--- src/rtl/reg_file_nport.sv ---
// reg_file_nport: parametrised 1-write / N-read register file with clear sweep
// Ports:
//   CLK        clock, all state changes on rising edge
//   RESET      synchronous active-high reset, starts the clear sweep
//   IN         write data
//   INADDRESS  write address
//   WRITE      write enable (ignored while sweeping or in reset)
//   OUTADDRESS packed read addresses, port k = [k*ADDR_WIDTH +: ADDR_WIDTH]
//   OUT        packed combinational read data, port k = [k*DATA_WIDTH +: DATA_WIDTH]
//   BUSY       high while the clear sweep is in progress
module reg_file_nport #(
   parameter int DATA_WIDTH = 32,
   parameter int ADDR_WIDTH = 5,
   parameter int NUM_READ   = 2,
   parameter bit ZERO_REG   = 1'b1,
   parameter bit BYPASS     = 1'b1
) (
   input  logic                           CLK,
   input  logic                           RESET,
   input  logic [DATA_WIDTH-1:0]          IN,
   input  logic [ADDR_WIDTH-1:0]          INADDRESS,
   input  logic                           WRITE,
   input  logic [NUM_READ*ADDR_WIDTH-1:0] OUTADDRESS,
   output logic [NUM_READ*DATA_WIDTH-1:0] OUT,
   output logic                           BUSY
);
   localparam int DEPTH = 1 << ADDR_WIDTH;
   typedef enum logic [1:0] {CLEAR = 2'd0, READY = 2'd1} state_t;
   state_t                state_q;
   logic [ADDR_WIDTH-1:0] clr_cnt_q;
   logic [DATA_WIDTH-1:0] mem_q [DEPTH];
   logic                  wr_en;
   // Writes to the hard-wired zero entry are dropped, for storage and bypass alike.
   assign wr_en = WRITE && !(ZERO_REG && INADDRESS == '0);
   assign BUSY  = (state_q == CLEAR);
   always_ff @(posedge CLK) begin
      if (RESET) begin
         state_q   <= CLEAR;
         clr_cnt_q <= '0;
      end else if (state_q == CLEAR) begin
         mem_q[clr_cnt_q] <= '0;
         clr_cnt_q        <= clr_cnt_q + ADDR_WIDTH'(1);
         if (&clr_cnt_q) state_q <= READY;
      end else if (wr_en) begin
         mem_q[INADDRESS] <= IN;
      end
   end
   for (genvar k = 0; k < NUM_READ; k++) begin : g_rd
      logic [ADDR_WIDTH-1:0] a;
      assign a = OUTADDRESS[k*ADDR_WIDTH +: ADDR_WIDTH];
      assign OUT[k*DATA_WIDTH +: DATA_WIDTH] =
         BUSY                                ? '0 :
         (ZERO_REG && a == '0)               ? '0 :
         (BYPASS && wr_en && INADDRESS == a) ? IN :
                                               mem_q[a];
   end
endmodule

--- config.mk ---
export PLATFORM = sky130hd
export DESIGN_NAME = reg_file_nport
export DESIGN_NICKNAME = d
export VERILOG_FILES = /design/src/rtl/reg_file_nport.sv
export SDC_FILE = /design/constraint.sdc
export NUM_CORES = 1
export LEC_CHECK = 0
export CORE_ASPECT_RATIO = 0.8
export CORE_UTILIZATION = 50
export DETAILED_ROUTE_END_ITERATION = 7
export PLACE_DENSITY = 0.78
export SLEW_MARGIN = 0
export SYNTH_ARGS = -nofsm -noshare
export SYNTH_HDL_FRONTEND = slang
export SYNTH_SLANG_ARGS = --single-unit
--- constraint.sdc ---
create_clock -name CLK -period 4.7 [get_ports CLK]
set_clock_uncertainty 0.1 [all_clocks]
set_input_delay 0.94 -clock CLK [delete_from_list [all_inputs] [get_ports CLK]]
set_output_delay 0.94 -clock CLK [all_outputs]
set_load 0.02 [all_outputs]
==> run_results.csv <==
group,metric,value,unit
status,status,"finished, violations left",
status,violations,"setup timing",
power,total_power,19.1,mW
synth,synth_top_area_share,63.8,%
worst_setup_path,required,3.66,ns
clock_tree,clock-sinks,1030,
finish,diodes,0,
timing,max_slew_margin,12.6,%
synth,seq_area_frac_synth,64.0,%
worst_setup_path,timing.critical_path.buf_inv,3,
timing,fmax,210,MHz
route,antenna_left,0,
worst_setup_path,r2r_setup_slack,0.85,ns
finish,drive_gt1_share,36.6,%
die,floorplan.rows,101,
placed_design,gp_congestion,0.891,
die,initial_core_util,50.6,%
finish,final_cells,4096,
clock_tree,cts_root_buf,"clkbuf_16",
timing,slew_violations,0,
clock_tree,clkTransAtPathRegs,0.07,ns
power,power.internal,14.8,mW
synth,synth_area_leader_cell,"edfxtp_1",
synth,yosys.cell_types.count,46,
power,switchingPower,4.27,mW
route,drcViolationCount,0,
worst_setup_path,worstPathMaxFanout,32,
worst_setup_path,endpoint_kind,"output pin",
power,p_clk_share,39.6,%
global_routing,groute.usage.overall,31.5,%
synth,synth_nets,2482,
route,routed_wl,152000,um
timing,tightest_slew,1.31,ns
finish,nets,2793,
synth,netlist_instances,2431,
route,vias,30000,
global_routing,grt_pass1_wl,217000,um
clock_tree,cts_tree,"built",
global_routing,overflow,0,
clock_tree,cts_hold_buffers,0,
timing,min_period,4.76,ns
synth,synth_area_leaders,"edfxtp_1 64%, mux4_2 24%, a211oi_1 2.0%, mux2i_1 1.4%, a221o_1 1.3%",
synth,synthFlopType,"edfxtp_1",
timing,setup-violations-final,6,
clock_tree,insertion_delay,0.68,ns
worst_setup_path,cpMostUsedCell,"clkdlybuf4s50_1",
placed_design,dp.cells,3933,
worst_setup_path,start_kind,"input pin",
global_routing,antenna_found_initial,7,
die,die_x,349,um
synth,synth_area,0.0482,mm^2
clock_tree,htree_levels,3,
worst_setup_path,critPathKind,"in -> out",
placed_design,io_buffer_count,114,
power,powerDensity,337,mW/mm^2
route,drt-initial-drc-count,4974,
die,dieHeight,280,um
route,first_pass_iters,8,
die,ioPinCount,115,
finish,area_growth,17.4,%
worst_setup_path,cp_top_family,"buffers and inverters",
worst_setup_path,slowest_delay,0.62,ns
route,vias_per_cell,7.33,
worst_setup_path,crit_chain,"clkdlybuf4s50_1 > nor3_2 > a21o_1 > o311ai_4 > buf_12 > a211oi_1 > a221o_1 > clkdlybuf4s50_1",
flow_run,cap_violations,0,
synth,synth.avg_cell_area,19.8,um^2
synth,yosysWarnings,0,
worst_hold_path,min_path_type,"reg -> reg",
route,wl_per_cell,37.2,um
synth,synth_seq_cells,1030,
synth,synth_edf_count,1024,
timing,fin_crit_sh,101,%
power,power_leakage,16.6,nW
power,netSwitchingFraction,22.4,%
placed_design,place_hpwl,91900,um
timing,holdWs,0.515,ns
timing,hold_viol,0,
global_routing,grt_pass1_vias,30600,
power,p_comb_share,7.7,%
worst_setup_path,crit_slowest_cell,"clkdlybuf4s50_1",
global_routing,grt_max_degree,42,
clock_tree,clock_path_buffers,3,
power,power.share.sequential,52.7,%
clock_tree,cts_buffers,94,
timing,rsz0062_at_grt,"true",
worst_setup_path,crit_arrival,3.72,ns
power,ir_worst_vdd,281,uV
timing,timing.final.ws_setup,-0.0596,ns
finish,fillers,6637,
die,core_area,0.0953,mm^2
synth,ys_async_sr_fraction,0,%
die,die-area,0.0977,mm^2
==> logic make-up (layout without fill, tap and decap cells) <==
kind of cell,count (synthesis),count (layout),synth area share [%]
AOI/OAI and AO/OA,339,339,5.48
xor gates and xnor gates,14,14,0.254
adders and majority gates,1,1,0.0259
buffers and inverters,215,593,2.22
DFF,1030,1030,64.0
muxes,581,581,25.3
and+or+nand+nor,251,251,2.66
==> worst paths after layout <==
check,startpoint,cells after the start,end
hold / removal,clr_cnt_q[1],2,clr_cnt_q[1]
setup / recovery,INADDRESS[2],8,OUT[7]
setup reg to reg,state_q[0],7,mem_q[12][4]
hold reg to reg,clr_cnt_q[1],2,clr_cnt_q[1]
==> state kept, by name, indices dropped and copies added, names as in the netlist <==
register   count
clr_cnt_q      5
state_q        1
mem_q       1024
==> final cells by class <==
class                      count  area, um^2  share of cell area, %
clock inverter                54         488                  0.862
tap                         1287        1610                   2.84
timing repair buffer         425        4480                   7.91
inverter                       5        18.8                 0.0332
multi-input combinational   1186       16700                   29.5
sequential                  1030       30900                   54.5
clock buffer                 109        2430                   4.29
==> placed cells by master (no fill, tap or decap), drive strengths merged, types with 7 or more instances in the layout <==
cell type and n:
a211oi 129, a221o 64, a22oi 60, and2 33
buf 320, bufinv 8, clkbuf 109, clkdlybuf4s50 97
clkinv 39, edfxtp 1024, inv 7, mux2i 68
mux4 512, nand2 41, nor2 76, nor2b 70
o22ai 64, xor2 8
==> worst min-delay path: stages (launching register included) <==
cell     delay (ns)
dfxtp_1        0.36
mux2i_1        0.15
nor2_1         0.06
==> through the flow <==
stage / setup WS, ns / utilization, % / area [um^2] / TNS (ns)
floorplan: 0.554 / - / 48200 / 0
global placement: -0.325 / 56.2 / 53500 / -1.36
detailed placement: -0.373 / 56.2 / 53500 / -1.61
CTS: 0.00164 / 59.3 / 56500 / 0
global route: -0.0776 / 59.4 / 56600 / -0.397
finish: -0.0596 / 59.4 / 56600 / -0.212
==> what timing repair did <==
item                       in CTS  in global routing
resized for setup              19                 20
hold endpoints to repair        0                  0
pin swaps                       0                  1
buffers inserted                0                  0
setup endpoints to repair      14                 32
==> layer usage <==
layer | vias up | GRT usage, % | wire length, um
li1 | 11300 | - | -
met4 | 10 | 14.0 | 7480
met1 | 15400 | 41.8 | 50400
met5 | - | 0 | 65
met2 | 2805 | 45.8 | 67100
met3 | 536 | 12.9 | 27400
==> power groups by stage <==
| stage | combinational [mW] | sequential (mW) | clock (mW) |
|---|---|---|---|
| 5_1_grt | 1.50 | 10.0 | 7.87 |
| 4_1_cts | 1.43 | 10.0 | 7.54 |
| 6_report | 1.47 | 10.0 | 7.55 |
| 2_1_floorplan | 0.836 | 10.2 | 0 |
| 3_3_place_gp | 1.39 | 10.2 | 0 |
| 3_5_place_dp | 1.41 | 10.2 | 0 |
==> cells in the mapped netlist (8+ instances only) <==
library cell	n
xor2_1	8
nor2_1	76
nor2b_1	70
a221o_1	64
buf_1	15
a22oi_1	60
buf_2	59
mux4_2	512
a211oi_1	129
clkbuf_1	101
and2_1	33
edfxtp_1	1024
nand2_1	41
o22ai_1	64
buf_4	18
mux2i_1	68
buf_6	16
(Power assumes the default switching activity.)
